[config.mk]
export PLATFORM = sky130hd
export DESIGN_NAME = tdm_demux4x18s
export DESIGN_NICKNAME = d
export VERILOG_FILES = /design/src/rtl/tdm_demux4x18s.sv
export SDC_FILE = /design/constraint.sdc
export NUM_CORES = 1
export LEC_CHECK = 0
export CORE_MARGIN = 2
export CORE_UTILIZATION = 45
export CTS_CLUSTER_DIAMETER = 200
export DETAILED_ROUTE_END_ITERATION = 8
export PLACE_DENSITY_LB_ADDON = 0.3
export SYNTH_ARGS = -nofsm -noshare
export SYNTH_HDL_FRONTEND = slang
export SYNTH_SLANG_ARGS = --single-unit
[constraint.sdc]
create_clock -name CLK -period 1.3 [get_ports CLK]
set_input_delay 0.195 -clock CLK [delete_from_list [all_inputs] [get_ports CLK]]
set_output_delay 0.195 -clock CLK [all_outputs]
set_load 0.03 [all_outputs]
[src/rtl/tdm_demux4x18s.sv]
`default_nettype none
// ============================================================================
// Module   : tdm_demux4x18s
// Purpose  : Rebuilds four parallel WIDTH-bit words from a 4-slot TDM sample
//            stream. Slot 0 is flagged by SYNC. All four words are presented
//            together on registered outputs with a one-cycle strobe.
// Ports    : CLK     - system clock, rising edge
//            RST     - synchronous active-high reset
//            CE      - input sample strobe (qualifies SYNC and D)
//            SYNC    - marks D as the slot-0 sample
//            D       - TDM input sample
//            ERRCLR  - clears the sticky ERR flag
//            Q0..Q3  - slot words of the last complete frame
//            STB     - one-cycle pulse, Q0..Q3 updated on this edge
//            LOCK    - frame alignment established
//            ERR     - sticky sync-error flag
//            SLOT    - slot index expected for the next accepted sample
// Revision : 1.0 - initial release
// ============================================================================
module tdm_demux4x18s #(
  parameter int WIDTH = 18
) (
  input  logic             CLK,
  input  logic             RST,
  input  logic             CE,
  input  logic             SYNC,
  input  logic [WIDTH-1:0] D,
  input  logic             ERRCLR,
  output logic [WIDTH-1:0] Q0,
  output logic [WIDTH-1:0] Q1,
  output logic [WIDTH-1:0] Q2,
  output logic [WIDTH-1:0] Q3,
  output logic             STB,
  output logic             LOCK,
  output logic             ERR,
  output logic [1:0]       SLOT
);

  localparam logic [0:0] ST_HUNT   = 1'b0;
  localparam logic [0:0] ST_LOCKED = 1'b1;

  localparam logic [1:0] SLOT_0 = 2'd0;
  localparam logic [1:0] SLOT_1 = 2'd1;
  localparam logic [1:0] SLOT_2 = 2'd2;
  localparam logic [1:0] SLOT_3 = 2'd3;

  logic [0:0]       state_q, state_d;
  logic [1:0]       slot_q,  slot_d;
  logic [WIDTH-1:0] hold0_q, hold0_d;
  logic [WIDTH-1:0] hold1_q, hold1_d;
  logic [WIDTH-1:0] hold2_q, hold2_d;
  logic [WIDTH-1:0] q0_q,    q0_d;
  logic [WIDTH-1:0] q1_q,    q1_d;
  logic [WIDTH-1:0] q2_q,    q2_d;
  logic [WIDTH-1:0] q3_q,    q3_d;
  logic             stb_q,   stb_d;
  logic             err_q,   err_d;

  // --------------------------------------------------------------------------
  // State and datapath registers
  // --------------------------------------------------------------------------
  always_ff @(posedge CLK) begin
    if (RST) begin
      state_q <= ST_HUNT;
      slot_q  <= SLOT_0;
      hold0_q <= '0;
      hold1_q <= '0;
      hold2_q <= '0;
      q0_q    <= '0;
      q1_q    <= '0;
      q2_q    <= '0;
      q3_q    <= '0;
      stb_q   <= 1'b0;
      err_q   <= 1'b0;
    end else begin
      state_q <= state_d;
      slot_q  <= slot_d;
      hold0_q <= hold0_d;
      hold1_q <= hold1_d;
      hold2_q <= hold2_d;
      q0_q    <= q0_d;
      q1_q    <= q1_d;
      q2_q    <= q2_d;
      q3_q    <= q3_d;
      stb_q   <= stb_d;
      err_q   <= err_d;
    end
  end

  // --------------------------------------------------------------------------
  // Next-state: the first qualified SYNC acquires lock; once locked the block
  // stays locked and realigns on every SYNC until reset.
  // --------------------------------------------------------------------------
  always_comb begin
    state_d = state_q;
    if (CE && SYNC && (state_q == ST_HUNT)) begin
      state_d = ST_LOCKED;
    end
  end

  // --------------------------------------------------------------------------
  // Slot capture, frame completion and error tracking
  // --------------------------------------------------------------------------
  always_comb begin
    slot_d  = slot_q;
    hold0_d = hold0_q;
    hold1_d = hold1_q;
    hold2_d = hold2_q;
    q0_d    = q0_q;
    q1_d    = q1_q;
    q2_d    = q2_q;
    q3_d    = q3_q;
    stb_d   = 1'b0;
    // Clear first so that a misalignment on the same edge overrides it.
    err_d   = ERRCLR ? 1'b0 : err_q;

    if (CE) begin
      if (SYNC) begin
        // SYNC always starts a new frame; any partial frame is dropped.
        hold0_d = D;
        slot_d  = SLOT_1;
        if ((state_q == ST_LOCKED) && (slot_q != SLOT_0)) begin
          err_d = 1'b1;
        end
      end else if (state_q == ST_LOCKED) begin
        case (slot_q)
          SLOT_0: begin
            hold0_d = D;
            slot_d  = SLOT_1;
          end
          SLOT_1: begin
            hold1_d = D;
            slot_d  = SLOT_2;
          end
          SLOT_2: begin
            hold2_d = D;
            slot_d  = SLOT_3;
          end
          SLOT_3: begin
            // Slot 3 goes straight to Q3; no holding register needed.
            q0_d   = hold0_q;
            q1_d   = hold1_q;
            q2_d   = hold2_q;
            q3_d   = D;
            stb_d  = 1'b1;
            slot_d = SLOT_0;
          end
        endcase
      end
    end
  end

  // --------------------------------------------------------------------------
  // Outputs
  // --------------------------------------------------------------------------
  assign Q0   = q0_q;
  assign Q1   = q1_q;
  assign Q2   = q2_q;
  assign Q3   = q3_q;
  assign STB  = stb_q;
  assign LOCK = (state_q == ST_LOCKED);
  assign ERR  = err_q;
  assign SLOT = slot_q;

endmodule
`default_nettype wire

# --- Word level (Yosys, flattened, before mapping) ---
# Index checks and enable logic that the tools add are counted.
# Widths: inputs -> output; s select.
totals:
  regBits: 131
  inputBits: 23
  output_inout_bits: 77
  wordCells: 41
classes:
  n_eq_ne: 3
  mux: 11
  n_bitwise: 3
  n_reduce_logical: 13
ops:
  columns: ["op", "count"]
  rows:
  - ["$mux 18", 3]
  - ["$reduce_and 4->1", 3]
  - ["$pmux 2 s4", 1]
  - ["$reduce_bool 2->1", 3]
  - ["$mux 1", 5]
  - ["$eq 2x2->1 const B", 2]
  - ["$mux 2", 2]
  - ["$reduce_or 4->1", 1]
  - ["$logic_and 1x1->1", 3]
  - ["$not 1->1", 3]
  - ["$reduce_and 3->1", 1]
  - ["$eq 2x1->1 const B", 1]
  - ["$logic_not 2->1", 1]
  - ["$reduce_and 2->1", 1]

# --- Depth between registers and ports, before layout ---
# Gate-level depths: netlist of run 1.
depth:
  ltp_word: 5
  ltp_mapped: 7
  mapped_depth_nobuf: 5

# --- Worst setup path after synthesis of run 1 ---
# Ideal clock, no wire load.
synth_timing:
  path_type: "reg-to-reg"
  from: "register slot_q[0], in the netlist SLOT[0]"
  to: "register hold0_q[8]"
  setup_ns: 0.132
  arrival_ns: 1.543
  required_ns: 1.168
  path_slack_ns: -0.375
  path_stages_with_launch: 8
  path_buffers: 2
  period_less_slack_ns: 1.675
  path_cell_list: "dfxtp_1 inv_1 ha_1 a21o_1 buf_4 buf_4 nand3_1 a21oi_1"
synth_between:
  elab_chain_len: 3
synth_lines:
  columns: ["item", "line", "rtl"]
  rows:
  - ["start, declared", "48", "logic [1:0] slot_q, slot_d;"]
  - ["start signal, assigned", "77", "slot_q <= slot_d;"]
  - ["$logic_not 2->1", "126", "case (slot_q)"]
  - ["$reduce_bool 2->1 (no source line)", null, null]
  - ["$reduce_and 3->1 (no source line)", null, null]
  - ["end signal, assigned", "78", "hold0_q <= hold0_d;"]
  - ["end, declared", "49", "logic [WIDTH-1:0] hold0_q, hold0_d;"]
# No other way between the ends.
# A chain may end at the register's enable or synchronous reset.

# --- Worst setup path in the final report of run 1 ---
layout_timing:
  from: "register slot_q[0], in the netlist SLOT[0]"
  to: "register q0_q[1], in the netlist Q0[1]"
layout_between:
  elab_chain_len: 2
layout_lines:
  columns: ["item", "line", "rtl"]
  rows:
  - ["$eq 2x2->1", "126", null]
  - ["$reduce_and 4->1 (no source line)", null, null]
  - ["end signal, assigned", "81", "q0_q <= q0_d;"]
  - ["end, declared", "52", "logic [WIDTH-1:0] q0_q, q0_d;"]
# No other way between the ends.

==> flow_summary.yaml, run 1 <==
outcome:
  run_status: "finished, violations left"
  violations: "negative setup slack"
power_and_ir_drop:
  p_seq_share_pct: 42.6
  power_leakage_nw: 2.60
  power_per_cell_area_mw_per_mm2: 1370
  power.share.switching_pct: 22.1
  vdd_ir_drop_max_mv: 1.08
  netSwitchingPower_mw: 2.11
  share_clk_of_total_power_pct: 52.4
  p_int_mw: 7.46
  comb_pwr_share_pct: 5.0
logic_synthesis:
  mappedNetlistNets: 612
  synth_top_flop_cell: "sky130_fd_sc_hd__dfxtp_1"
  yosys_warnings: 0
  synth-seq-area-share_pct: 55.1
  yosysMostFrequentCell: "sky130_fd_sc_hd__nand2_1"
  main_area_contributors_after_synthesis: "sky130_fd_sc_hd__dfxtp_1 55%, sky130_fd_sc_hd__nand2_1 17%, sky130_fd_sc_hd__a21oi_1 14%"
  synth_async_sr_flop_share_pct: 0
  synth.cell_area_sq_mm: 0.00476
  synth_largest_area_cell: "sky130_fd_sc_hd__dfxtp_1"
  synth_seq_cells: 131
  yosys.area.top_type_share_pct: 55.1
  synthDistinctLibCells: 21
  synthesis.area_per_instance_sq_um: 8.15
  netlist_top_cells_count: "218 x sky130_fd_sc_hd__nand2_1, 131 x sky130_fd_sc_hd__dfxtp_1, 129 x sky130_fd_sc_hd__a21oi_1"
  netlist_instances: 584
  synth_enable_flop_cells: 0
timing:
  post-route-worst-setup-slack_ps: -153
  timing_hold_violations_final: 0
  max_freq_ghz: 0.688
  clock-skew-final_ps: 5.73
  timing.slew.headroom_pct: 73.2
  finalWorstPathRequiredPeriod_ps: 1450
  fin_tns_setup_ps: -9490
  transition_at_the_pin_with_the_smallest_max_transition_slack_ps: 402
  rsz0062_at_grt: "yes"
  timing.final.crit_share_pct: 112
  finalSetupViolCount: 121
  hold_ws_ps: 97.7
  final_max_slew_viol_count: 0
clock_tree:
  cts_buffers: 17
  clock_sinks: 131
  h-tree-depth: 4
  clkTransAtPathRegs_ps: 60
  cts_tree: "yes"
  cts.path.max_buffers: 2
  clockRootBuffer: "sky130_fd_sc_hd__clkbuf_8"
  clock_network_latency_to_the_later_pin_of_the_worst_skew_pair_ps: 510
critical_path:
  crit_start: "SLOT[0]"
  critical_path_class: "flip-flop to flip-flop"
  worstReg2RegStart: "SLOT[0]"
  critPathArrivalTime_ps: 1890
  rr_worst_depth: 7
  worst-r2r-setup-slack_ps: -150
  crit_path_cell_trace: "ha_4 -> and4b_4 -> buf_4 -> buf_12 -> clkbuf_16 -> nand2_1 -> a21oi_1"
  critPathSlowestCell: "sky130_fd_sc_hd__dfxtp_4"
  cpPeakStageDelay_ps: 380
  crit_path_end_kind: "flip-flop"
  required_ps: 1740
  critPathMaxFanout: 7
  worst_r2r_endpoint: "Q0[1]"
  crit_path_start_kind: "flip-flop"
layout:
  n_antenna_cell: 0
  non_filler_cell_area_final_sq_mm: 0.00697
  final_layout_net_count: 728
  final_layout_size_suffix_gt1_share_pct: 33.1
  areaGrowthSynthToFinish_pct: 46.4
routing:
  drt_iter0_drc: 328
  route.antenna.remaining_nets: 0
  detail_route.vias_per_cell: 5.50
  drt_pass1_iterations: 5
  drc_errors: 0
  wire_per_inst_microns: 18.0
  routed_wirelength_microns: 15300
  vias: 4669
place:
  instance_area_after_placement_sq_mm: 0.00600
  finalWeightedCongestion: 0.804
  hpwlAfterDp_microns: 8320
  buffer_ports.inserted: 99
global_route:
  globalRoute.totalOverflow: 0
  grt_max_degree: 38
  number_of_antenna_violations_at_the_first_check_in_global_routing: 0
  first_global_vias: 4357
  grt_pass1_wl_microns: 22300
  globalRouteTotalUtil_pct: 25.4
worst_hold_path:
  worstHoldPathType: "input port to flip-flop"
  hold_path.startpoint: "RST"
  hold-path-cell-count: 2
  min_to: "Q1[9]"
floorplan:
  core_region_area_sq_mm: 0.0103
  die_h_microns: 107
  pin_count: 100
  floorplan.rows: 37
  design.die.area_sq_mm: 0.0114
  floorplan.initialDensity_pct: 46.3
  die-width_microns: 107
run:
  cap_violations: 0
per-stage QoR:
step           util [%]  power, mW  worst slack (ps)  cells
6_report           67.8       9.57              -153    849
5_1_grt            67.8       9.83              -179    849
4_1_cts            65.0       9.52              -107    843
3_5_place_dp       58.4       4.55              -439    794
3_3_place_gp       58.4       4.54              -294    794
2_1_floorplan         -       4.35             -86.2    584
metal layers:
layer / routed length [microns] / GRT usage, % / vias up / share of wire [%]
met5: 0 / 0 / - / 0
met4: 522 / 11.4 / 0 / 3.4
met3: 1180 / 5.35 / 42 / 7.7
met2: 7760 / 43.8 / 206 / 51
met1: 5810 / 30.3 / 2253 / 38
li1: - / - / 2168 / -
state kept, by name, indices dropped and copies added (netlist names):
| signal | cells |
|---|---|
| hold1_q | 18 |
| SLOT | 2 |
| STB | 1 |
| ERR | 1 |
| Q1 | 18 |
| Q3 | 18 |
| LOCK | 1 |
| Q0 | 18 |
| hold2_q | 18 |
| Q2 | 18 |
| hold0_q | 18 |
what timing repair did:
action / 4_1_cts / 5_1_grt
gates resized for setup: 401 / 56
endpoints found under the setup margin: 175 / 131
hold buffers: 0 / 0
hold endpoints to repair: 0 / 0
gates cloned: 5 / 6
pin swaps: 24 / 2
setup buffers: 12 / 0
critical path, delay by kind of cell, from the launching register on:
kind | cells | cell delay (ps)
buffers and inverters | 3 | 370
and+or+nand+nor | 2 | 350
AOI/OAI and AO/OA | 1 | 140
adders and majority gates | 1 | 150
DFF | 1 | 380
logic make-up after synthesis:
logic type,count (synthesis),share of synthesized area [%]
buf+inv,49,6.02
flops,131,55.1
fa+ha+maj,5,1.31
simple gates,248,21.3
compound gates,151,16.2
power by group through the flow:
stage               Clock (mW)  Combinational (mW)  Sequential [mW]
floorplan                    0               0.185             4.17
global placement             0               0.374             4.17
detailed placement           0               0.384             4.17
CTS                       5.02               0.423             4.08
global route              5.25               0.496             4.08
finish                    5.02               0.475             4.08
cell usage in the layout, fill, tap and decap left out, drive strengths merged:
| master | synthesis | layout |
|---|---|---|
| dfxtp | 131 | 131 |
| a21o | 1 | 1 |
| inv | 3 | 3 |
| nor4 | 1 | 1 |
| o21ai | 19 | 19 |
| a21oi | 130 | 130 |
| clkdlybuf4s50 | 0 | 21 |
| buf | 29 | 116 |
| a211oi | 1 | 1 |
| nand2 | 218 | 218 |
| bufinv | 0 | 4 |
| clkbuf | 17 | 25 |
| clkinvlp | 0 | 5 |
| clkinv | 0 | 4 |
| nand4b | 5 | 5 |
| nand3 | 18 | 18 |
| and4b | 3 | 3 |
| ha | 5 | 5 |
| nor2 | 2 | 2 |
| nand2b | 1 | 1 |
layout make-up:
| class | count | area (sq um) |
|---|---|---|
| Tap cell | 136 | 170 |
| Timing Repair Buffer | 142 | 1390 |
| Sequential cell | 131 | 2640 |
| Fill cell | 796 | 3310 |
| Clock inverter | 12 | 179 |
| Timing Repair inverter | 1 | 7.51 |
| Multi-Input combinational cell | 404 | 2120 |
| Clock buffer | 20 | 445 |
| Inverter | 3 | 17.5 |
how the worst max path moves through the flow:
stage / to / depth (start not counted)
after floorplan: hold0_q[8] / 7
after global placement: Q1[4] / 5
after detailed placement: hold0_q[14] / 5
after CTS: SLOT[0] / 2
after global routing: Q2[2] / 7
final: Q0[1] / 7
Power figures use the tool's default switching activity.
==> inputs of run 2 (changes only) <==
--- a/config.mk
+++ b/config.mk
@@ -5,7 +5,6 @@
 export SDC_FILE = /design/constraint.sdc
 export NUM_CORES = 1
 export LEC_CHECK = 0
-export CORE_MARGIN = 2
 export CORE_UTILIZATION = 45
 export CTS_CLUSTER_DIAMETER = 200
 export DETAILED_ROUTE_END_ITERATION = 8
==> run 2 against run 1 <==
Against the previous run: the run still ends with negative setup slack left; critical endpoint is now Q2[5]; first-iteration DRC count decreased by 28%; design area shrank 5.5%; highest routed layer unchanged; sequential cell count unchanged; fmax rose by 2.6%; clock skew about the same; setup slack better by 37 ps; sequential share of layout area rose by 2.2 points; global-route usage is 0.90 points lower; critical path type unchanged; register-to-register slack better by 40 ps; routed wire length shrank 13%; utilization decreased by 3.7 points; count of clock-buffer cells in the layout is 2 lower.
==> flow_summary.yaml, run 2 (synthesis gave the netlist of run 1 again) <==
routing:
  route.antenna.remaining_nets: 0
  vias: 4428
  drt_iter0_drc: 235
  drt_pass1_iterations: 5
  detail_route.vias_per_cell: 5.25
  wire_per_inst_microns: 15.7
  drc_errors: 0
  routed_wirelength_microns: 13300
clock_tree:
  cts_buffers: 17
  clkTransAtPathRegs_ps: 60
  clock_sinks: 131
  h-tree-depth: 4
  cts.path.max_buffers: 2
  cts_tree: "yes"
  clockRootBuffer: "sky130_fd_sc_hd__clkbuf_8"
  clock_network_latency_to_the_later_pin_of_the_worst_skew_pair_ps: 510
critical_path:
  critPathSlowestCell: "sky130_fd_sc_hd__dfxtp_4"
  crit_path_end_kind: "flip-flop"
  critical_path_class: "flip-flop to flip-flop"
  critPathMaxFanout: 19
  cpPeakStageDelay_ps: 380
  crit_path_start_kind: "flip-flop"
  required_ps: 1680
  critPathArrivalTime_ps: 1800
  crit_path_cell_trace: "ha_4 -> nand4b_1 -> buf_6 -> buf_12 -> nand2_1 -> a21oi_1"
place:
  buffer_ports.inserted: 99
  hpwlAfterDp_microns: 8390
  finalWeightedCongestion: 0.802
  numPlacedInstances: 802
  dp_worst_setup_slack_ps: -354
power_and_ir_drop:
  power_per_cell_area_mw_per_mm2: 1380
  power_leakage_nw: 2.52
  total_power_mw: 9.10
  vdd_ir_drop_max_mv: 0.847
global_route:
  number_of_antenna_violations_at_the_first_check_in_global_routing: 0
  grt_max_degree: 60
  globalRoute.totalOverflow: 0
  globalRouteTotalUtil_pct: 24.5
  first_global_vias: 4224
  grt_pass1_wl_microns: 20800
floorplan:
  die-width_microns: 105
  pin_count: 100
  floorplan.rows: 37
  floorplan.initialDensity_pct: 46.3
  design.die.area_sq_mm: 0.0110
  die_h_microns: 105
  core_region_area_sq_mm: 0.0103
layout:
  areaGrowthSynthToFinish_pct: 38.4
  multiInputGateArea_sq_mm: 0.00196
  layout.area.seq_sq_mm: 0.00263
  layout_common_cells: "208 x sky130_fd_sc_hd__nand2_1, 128 x sky130_fd_sc_hd__dfxtp_1, 118 x sky130_fd_sc_hd__a21oi_1, 59 x sky130_fd_sc_hd__buf_2, 26 x sky130_fd_sc_hd__buf_4"
  final.fill_count: 860
  post_layout_nonfiller_instances: 843
  n_antenna_cell: 0
  final_layout_size_suffix_gt1_share_pct: 25.7
  final_layout_net_count: 722
  layout.cells.most_common: "sky130_fd_sc_hd__nand2_1"
timing:
  max_freq_ghz: 0.706
  timing.slew.headroom_pct: 68.2
  timing_hold_violations_final: 0
  finalSetupViolCount: 101
  hold_ws_ps: 58.6
  transition_at_the_pin_with_the_smallest_max_transition_slack_ps: 476
  post-route-worst-setup-slack_ps: -116
  timing.final.crit_share_pct: 109
  clock-skew-final_ps: 5.39
  fin_tns_setup_ps: -5570
  finalWorstPathRequiredPeriod_ps: 1420
  final_max_slew_viol_count: 0
  rsz0062_at_grt: "yes"
worst_hold_path:
  worstHoldPathType: "input port to flip-flop"
outcome:
  run_status: "finished, violations left"
  violations: "negative setup slack"
run:
  cap_violations: 0
-- run 2: cell count changes in the layout (fill, tap and decap cells not counted), moves of 3 or more --
| cell | change |
|---|---|
| sky130_fd_sc_hd__a21oi_1 | +34 |
| sky130_fd_sc_hd__a21oi_2 | -34 |
| sky130_fd_sc_hd__nand2_2 | -12 |
| sky130_fd_sc_hd__nand2_1 | +11 |
| sky130_fd_sc_hd__buf_4 | +10 |
| sky130_fd_sc_hd__buf_2 | -8 |
| sky130_fd_sc_hd__clkinv_4 | +5 |
| sky130_fd_sc_hd__buf_16 | -4 |
| sky130_fd_sc_hd__clkbuf_16 | -3 |
| sky130_fd_sc_hd__clkinvlp_4 | -3 |
-- run 2: worst paths after layout --
check           end    start  slack (ps)  cells after the start
min           Q3[0]      RST          60                      2
min reg2reg  Q1[10]   Q1[10]         450                      2
max           Q2[5]  SLOT[1]        -120                      6
max reg2reg   Q2[5]  SLOT[1]        -120                      6
-- run 2: layer usage --
layer,share of wire [%],vias to the layer above,track usage [%]
met2,49,189,40.4
met5,0,-,0
met3,7.3,38,7.05
met1,41,2054,29.7
li1,-,2147,-
met4,3.1,0,10.4
-- run 2: power breakdown --
group | total [mW] | internal (mW) | switching [mW]
registers | 4.08 | 4.05 | 0.0261
logic | 0.450 | 0.184 | 0.266
clock network | 4.58 | 2.80 | 1.78
-- run 2: repair_timing --
item,in CTS,in global routing
buffers inserted,6,1
endpoints found under the setup margin,163,138
gates cloned,1,1
hold buffers,0,0
pin swaps,2,11
gates resized for setup,360,51
-- run 2: metrics by stage --
step / instance area [sq um] / util (%)
6_report: 6580 / 64.1
5_1_grt: 6580 / 64.1
4_1_cts: 6420 / 62.5
3_5_place_dp: 6030 / 58.7
3_3_place_gp: 6030 / 58.7
2_1_floorplan: 4790 / -
-- run 2: layout make-up --
cell class                      count  area share (%)
Sequential cell                   131            40.0
Multi-Input combinational cell    404            29.8
Timing Repair Buffer              137            18.5
Clock buffer                       18            6.50
Tap cell                          136            2.58
Clock inverter                     14            2.39
Inverter                            3           0.209
-- run 2: critical path, delay by kind of cell, from the launching register on --
kind / cells / cell delay [ps]
flip-flops: 1 / 380
AO/OA/AOI/OAI: 1 / 80
adder cells (fa/ha/maj): 1 / 150
AND/OR/NAND/NOR: 2 / 300
buffers and inverters: 2 / 370
